## src/rtl/branch_predict_unit.sv

```systemverilog
// EX-stage branch resolver with a PC-indexed saturating-counter predictor (bimodal or gshare).
// Define BPU_PERF_CNT_EN to add saturating resolved-branch / mispredict counters.
module branch_predict_unit #(
    parameter int unsigned PC_W   = 32,
    parameter int unsigned IDX_W  = 6,
    parameter int unsigned CNT_W  = 2,
    parameter int unsigned GSHARE = 0
) (
    input  logic             clk,
    input  logic             rst,
    input  logic [PC_W-1:0]  if_pc,
    output logic             if_pred_taken,
    output logic [IDX_W-1:0] if_pred_idx,
    input  logic             ex_valid,
    input  logic             ex_branch,
    input  logic             ex_jump,
    input  logic [2:0]       ex_funct3,
    input  logic             cf,
    input  logic             zf,
    input  logic             vf,
    input  logic             sf,
    input  logic             ex_pred_taken,
    input  logic [IDX_W-1:0] ex_pred_idx,
    output logic [1:0]       flag,
    output logic             mispredict,
    output logic [31:0]      perf_branches,
    output logic [31:0]      perf_mispred
);

    localparam int unsigned      N_ENT   = 2 ** IDX_W;
    localparam logic [CNT_W-1:0] CNT_MAX = {CNT_W{1'b1}};
    localparam logic [CNT_W-1:0] CNT_RST = CNT_W'((1 << (CNT_W - 1)) - 1);

    logic             br_taken;
    logic             f3_cond;
    logic             cond;
    logic [IDX_W-1:0] pc_idx;
    logic [IDX_W-1:0] ghr_q;
    logic [IDX_W-1:0] ghr_d;
    logic [CNT_W-1:0] ctr_q [N_ENT];
    logic [CNT_W-1:0] ctr_d [N_ENT];
    logic [CNT_W-1:0] ctr_cur;
    logic             unused_pc;

    // Condition evaluation from the compare-subtraction flags
    always_comb begin
        br_taken = 1'b0;
        f3_cond  = 1'b1;
        case (ex_funct3)
            3'b000:  br_taken = zf;
            3'b001:  br_taken = ~zf;
            3'b100:  br_taken = sf ^ vf;
            3'b101:  br_taken = ~(sf ^ vf);
            3'b110:  br_taken = ~cf;
            3'b111:  br_taken = cf;
            default: f3_cond  = 1'b0;
        endcase
    end

    assign cond = ex_valid & ex_branch & ~ex_jump & f3_cond;

    always_comb begin
        flag = 2'b00;
        if (ex_valid) begin
            if (ex_branch && ex_jump) begin
                flag = 2'b01;
            end else if (!ex_branch && ex_jump) begin
                flag = 2'b10;
            end else if (cond) begin
                flag = {1'b0, br_taken};
            end
        end
    end

    assign mispredict = cond & (br_taken != ex_pred_taken);

    // Fetch-side lookup; reads registered state so a same-cycle write is not visible
    assign pc_idx        = if_pc[IDX_W+1:2];
    assign if_pred_idx   = (GSHARE != 0) ? (pc_idx ^ ghr_q) : pc_idx;
    assign if_pred_taken = ctr_q[if_pred_idx][CNT_W-1];
    assign unused_pc     = ^{if_pc[PC_W-1:IDX_W+2], if_pc[1:0]};

    // Saturating training of the entry the branch was predicted from
    always_comb begin
        ctr_d   = ctr_q;
        ctr_cur = ctr_q[ex_pred_idx];
        if (cond) begin
            if (br_taken && (ctr_cur != CNT_MAX)) begin
                ctr_d[ex_pred_idx] = ctr_cur + CNT_W'(1);
            end else if (!br_taken && (ctr_cur != '0)) begin
                ctr_d[ex_pred_idx] = ctr_cur - CNT_W'(1);
            end
        end
    end

    always_comb begin
        ghr_d = ghr_q;
        if (cond) begin
            ghr_d = (ghr_q << 1) | IDX_W'(br_taken);
        end
    end

    always_ff @(posedge clk or posedge rst) begin
        if (rst) begin
            for (int i = 0; i < int'(N_ENT); i++) begin
                ctr_q[i] <= CNT_RST;
            end
            ghr_q <= '0;
        end else begin
            for (int i = 0; i < int'(N_ENT); i++) begin
                ctr_q[i] <= ctr_d[i];
            end
            ghr_q <= (GSHARE != 0) ? ghr_d : '0;
        end
    end

`ifdef BPU_PERF_CNT_EN
    logic [31:0] perf_br_q;
    logic [31:0] perf_br_d;
    logic [31:0] perf_mp_q;
    logic [31:0] perf_mp_d;

    // Event counters stick at all-ones rather than wrapping
    always_comb begin
        perf_br_d = perf_br_q;
        perf_mp_d = perf_mp_q;
        if (cond && (perf_br_q != 32'hFFFF_FFFF)) begin
            perf_br_d = perf_br_q + 32'd1;
        end
        if (mispredict && (perf_mp_q != 32'hFFFF_FFFF)) begin
            perf_mp_d = perf_mp_q + 32'd1;
        end
    end

    always_ff @(posedge clk or posedge rst) begin
        if (rst) begin
            perf_br_q <= '0;
            perf_mp_q <= '0;
        end else begin
            perf_br_q <= perf_br_d;
            perf_mp_q <= perf_mp_d;
        end
    end

    assign perf_branches = perf_br_q;
    assign perf_mispred  = perf_mp_q;
`else
    assign perf_branches = '0;
    assign perf_mispred  = '0;
`endif

endmodule

```

## config.mk

```make
export PLATFORM = sky130hd
export DESIGN_NAME = branch_predict_unit
export DESIGN_NICKNAME = d
export VERILOG_FILES = /design/src/rtl/branch_predict_unit.sv
export SDC_FILE = /design/constraint.sdc
export NUM_CORES = 1
export LEC_CHECK = 0
export ABC_AREA = 1
export ABC_CLOCK_PERIOD_IN_PS = 4700
export CAP_MARGIN = 20
export CORE_MARGIN = 2
export CORE_UTILIZATION = 59
export DETAILED_ROUTE_END_ITERATION = 10
export DONT_BUFFER_PORTS = 1
export PLACE_DENSITY = 0.72
export SYNTH_ARGS = -nofsm -noshare
export SYNTH_HDL_FRONTEND = slang
export SYNTH_SLANG_ARGS = --single-unit
```

## constraint.sdc

```tcl
create_clock -name clk -period 4.7 [get_ports clk]
set_input_delay 0.47 -clock clk [delete_from_list [all_inputs] [get_ports clk]]
set_output_delay 0.47 -clock clk [all_outputs]
set_load 0.02 [all_outputs]
```

# Word-level counts from Yosys, hierarchy flattened
# Cells that the tools add are included.
[op_classes] bitwise_logic=11 n_eq_ne=7 n_mux=18 addsub=2 magnitude_cmp=3 n_reduce_logical=12
[op_table] cell="$bwmux W128" n=2
[op_table] cell="$mux W128" n=2
[op_table] cell="$bmux W2 S6" n=2
[op_table] cell="$mux W2" n=8
[op_table] cell="$ge A7 B7 Y1 const B" n=2
[op_table] cell="$not A6 Y7" n=2
[op_table] cell="$demux W2 S6" n=1
[op_table] cell="$eq A3 B3 Y1 const B" n=4
[op_table] cell="$lt A7 B1 Y1 const B" n=1
[op_table] cell="$pmux W1 S6" n=1
[op_table] cell="$reduce_or A6 Y1" n=1
[op_table] cell="$logic_and A1 B1 Y1" n=5
[op_table] cell="$and A1 B1 Y1" n=4
[op_table] cell="$not A1 Y1" n=4
[op_table] cell="$reduce_bool A2 Y1" n=2
[op_table] cell="$eq A3 B1 Y1 const B" n=1
[op_table] cell="$logic_not A3 Y1" n=1
[op_table] cell="$add A2 B1 Y2 const B" n=1
[op_table] cell="$logic_not A1 Y1" n=2
[op_table] cell="$mux W1" n=2
[op_table] cell="$ne A2 B2 Y1 const B" n=1
[op_table] cell="$reduce_and A2 Y1" n=1
[op_table] cell="$sub A2 B1 Y2 const B" n=1
[op_table] cell="$ne A1 B1 Y1" n=1
[op_table] cell="$xor A1 B1 Y1" n=1
[word_totals] in_bits=51 output_inout_bits=74 register_bits=128 elab_cells=117

# Longest topological paths before layout
[logic_depth] ltp_word=8 mapped_depth=22 depth_no_buf=17

# Worst setup path before layout
# No wires, ideal clock.
[synth_timing] path_type="input -> register" startpoint="input port ex_pred_idx[0]" endpoint="register ctr_q[11] (netlist bit)" stages=16 setup_ps=83 t_arrival_ps=2748 slack_ps=1869 required_time_ps=4617 path_cell_list="buf_4 > buf_2 > o211ai_1 > nand2_1 > o21ai_1 > nand2_1 > nor2_1 > buf_4 > buf_6 > nand2_1 > ha_1 > nand3b_1 > xor2_2 > clkbuf_1 > nand2_1 > o21ai_0"
[synth_between] elab_chain_cells=8 word_cells_on_any_way=21 cone_classes="add/sub (2); order compare (2); eq/ne (1); mux (9); bitwise (1); reduce/logical (6)"
[synth_rtl] item="from (decl)" line_no="23" rtl="input logic [IDX_W-1:0] ex_pred_idx,"
[synth_rtl] item="$not A6 Y7 (implied by the code) *" line_no="86, 89, 91"
[synth_rtl] item="$bmux W2 S6 (tied with other cells)" line_no="86" rtl="ctr_cur = ctr_q[ex_pred_idx];"
[synth_rtl] item="$mux W2 (implied by the code) or $logic_and A1 B1 Y1 (tied branches)" line_no="86, 89, 91"
[synth_rtl] item="$mux W2, on equally long branches" line_no="86, 89, 91"
[synth_rtl] item="$sub A2 B1 Y2 (tied with other cells)" line_no="91" rtl="ctr_d[ex_pred_idx] = ctr_cur - CNT_W'(1);"
[synth_rtl] item="$bwmux W128 (tied with other cells)" line_no="91"
[synth_rtl] item="$mux W128 or $reduce_bool A2 Y1 (tied branches)"
[synth_rtl] item="$mux W128 or $reduce_and A2 Y1 (tied branches)"
[synth_rtl] item="to (signal, indexed assignment)" line_no="111" rtl="ctr_q[i] <= ctr_d[i];"
[synth_rtl] item="to (decl)" line_no="40" rtl="logic [CNT_W-1:0] ctr_q [N_ENT];"
# Every way passes the cells marked *; elsewhere a longest branch is shown, timed or not. The select of a mux whose other input is x is not followed.
# A chain may end at the register's enable or synchronous reset.

# Final worst setup path
[layout_timing] startpoint="input port ex_pred_idx[2]" endpoint="register ctr_q[29] (netlist bit)"
# The elaborated chain is that of the path after synthesis.

==> flow_summary.ini <==
[run_status]
run_status = finished clean

[synthesis]
netlist_top_cells_area = sky130_fd_sc_hd__dfstp_2, sky130_fd_sc_hd__dfrtp_1, sky130_fd_sc_hd__nand2_1
avgSynthCellArea_um2 = 6.47
synth.distinct_cells = 30
synth-edff-count = 0
synth_xor_area_frac = 0.00284
seq_area_frac_synth = 0.372
synth_area_mm2 = 0.00882
syn_inst_count = 1363
post-synth-top-area-cell = sky130_fd_sc_hd__dfstp_2
yosys.area.top_type_share = 0.191
postSynth.topFlopCell = sky130_fd_sc_hd__dfstp_2
complex_gate_fraction_of_the_synthesized_area = 0.116
synth.ff_latch_count = 128
dominant_combinational_cell_family_by_area_after_synthesis = simple AND/OR/NAND/NOR gates
synth.mux.area_fraction = 0
yosys_warnings = 0
asyncSetResetFlopFracSynth = 1.00
synth_simple_gate_area_share = 0.338
synth_adder_area_share = 0.00284

[final_layout]
numnets_final = 1371
layout.filler_cells = 1399
post_route_utilization = 0.624
antenna_cells = 0
area_growth_syn_to_layout_pct = 3.20
layout.cells.most_common = sky130_fd_sc_hd__nand2_1
layout-drive-gt1-share = 0.0849
final_cell_mix = sky130_fd_sc_hd__nand2_1, sky130_fd_sc_hd__o21ai_0, sky130_fd_sc_hd__inv_1

[sta]
final.setup.tns_ns = 0
grt_setup_unrepaired = no
timing.final.crit_period_ns = 3.30
worst_slew_pin_slew_ns = 0.881
final_min_period_over_clock_period = 0.701
finalMaxSlewViolations = 0
clock.fmax_mhz = 303
hold_viol = 0
fin_skew_ns = 0.0144
setup_violations = 0
max_slew_margin = 0.412

[power]
largest_voltage_drop_on_the_vdd_net_v = 0.000273
power-per-cell-area_mw_per_mm2 = 330
power.leakage_nw = 4.36

[die]
start_util = 0.605
fp.dieArea_mm2 = 0.0160
core_region_area_mm2 = 0.0146
floorplan.die.height_um = 126
floorplan.die.width_um = 126
floorplan.io_pins = 125
floorplan.rows = 44

[routing]
drtPass1Iterations = 6
via_count = 8320
postRouteWirelength_um = 25100
drt-initial-drc-count = 932
drc_errors = 0
avgViaCountPerCell = 5.49
wl_per_cell_um = 16.6
final_antenna_net_count = 0

[placement]
place.port_buffers = 0
finalWeightedCongestion = 0.891
place_hpwl_um = 14500

[clock_network]
cts-root-buf = sky130_fd_sc_hd__clkbuf_16
clk_path_buf_depth = 2
cts_resized = 0
clk_pin_slew_ns = 0.05
clock_insertion_delay_worst_skew_ns = 0.43
tritoncts = done
cts_hold_buffers = 0
post-cts-setup-buffer-count = 0
cts_h_tree_depth = 4
cts.sinks = 128
number_of_cts_inserted_buffers = 17

[flow_run]
max-cap-violations = 0

[global_route]
grt_max_degree = 122
first_global_vias = 7708
gr-usage-all-layers = 0.323
globalRoute.totalOverflow = 0
antenna_found_initial = 0
grt_first_pass_wirelength_um = 40000

[critical_path]
crit_path_max_delay_family = simple AND/OR/NAND/NOR gates
cpMostUsedCell = sky130_fd_sc_hd__nand2_1
critical-path-max-stage-delay_ns = 0.68
worst_path_max_delay_cell = sky130_fd_sc_hd__nor2_2
type_of_destination_of_the_critical_path = register
startpoint_type = primary input
timing.critical_path.arrival_ns = 3.66
r2r.worst_path.cells = 13
cp.buffers_inverters = 3
cp_num_cells = 14
timing.critical_path.cells = inv_2 -> nor2_2 -> nand3_1 -> nand4_1 -> nand2_1 -> nand2_1 -> nor2_4 -> nand2_1 -> inv_2 -> ha_1 -> xor2_4 -> buf_4 -> nand2_1 -> nand2_1
critical_path_class = in -> reg
highest_net_fanout_along_the_worst_path = 64
endpoint_required_time_on_the_critical_path_ns = 5.06

[hold_path]
holdCritPathClass = in -> async
[kinds of logic (layout without fill, tap and decap cells)]
kind of cell	Yosys count	after routing
simple gates	730	730
buf+inv	300	205
compound gates	200	200
flops	128	128
fa+ha+maj	2	2
xor+xnor	2	2
other cells	1	64
[power breakdown]
part           internal (mW)  switching, mW
Sequential              1.19         0.0328
Clock                  0.809          0.483
Combinational          0.106          0.390
[worst paths after layout]
check,startpoint,end,slack [ns]
min in group clk,ex_jump,ctr_q[105],0.35
setup / recovery,ex_pred_idx[2],ctr_q[29],1.40
setup reg to reg,register,ctr_q[29],1.69
hold / removal,rst,ctr_q[109],0.07
hold reg to reg,register,register,0.47
max in group asynchronous,rst,asynchronous set/reset pin,3.62
[layout make-up]
class	instances	area [um2]	share of cell area
clock inverters	5	52.6	0.00577
flip-flops and latches	128	3280	0.360
multi-input cells	998	4330	0.475
inverters	166	626	0.0687
repair buffers	7	65.1	0.00714
well taps	184	230	0.0253
clock buffers	27	523	0.0574
[metrics by stage]
step                      setup WS, ns  power, mW  hold WS [ns]  instances  area [um2]
after floorplan                  0.923       1.66         0.444       1426        9060
final                             1.40       3.01        0.0726       1515        9110
after global placement            1.14       1.72         0.456       1483        8530
after CTS                         1.52       3.01         0.116       1515        9110
after detailed placement          1.14       1.72         0.458       1483        8530
after global routing              1.28       3.12         0.149       1515        9110
[Yosys cell counts (all sizes together) (9+ instances only)]
cell,instances
nand3,129
buf,102
o21ai,173
a21oi,18
or2,13
nor3,9
inv,165
dfrtp,64
dfstp,64
nand2,412
clkbuf,32
nor2,163
o211ai,9
[layer usage]
layer | part of all wire | global-route usage | up-vias
met5 | 0 | 0 | -
met4 | 0.043 | 0.166 | 0
met3 | 0.098 | 0.0734 | 73
met2 | 0.44 | 0.498 | 438
met1 | 0.41 | 0.428 | 3788
li1 | - | - | 4021
Power figures use the tool's default switching activity.
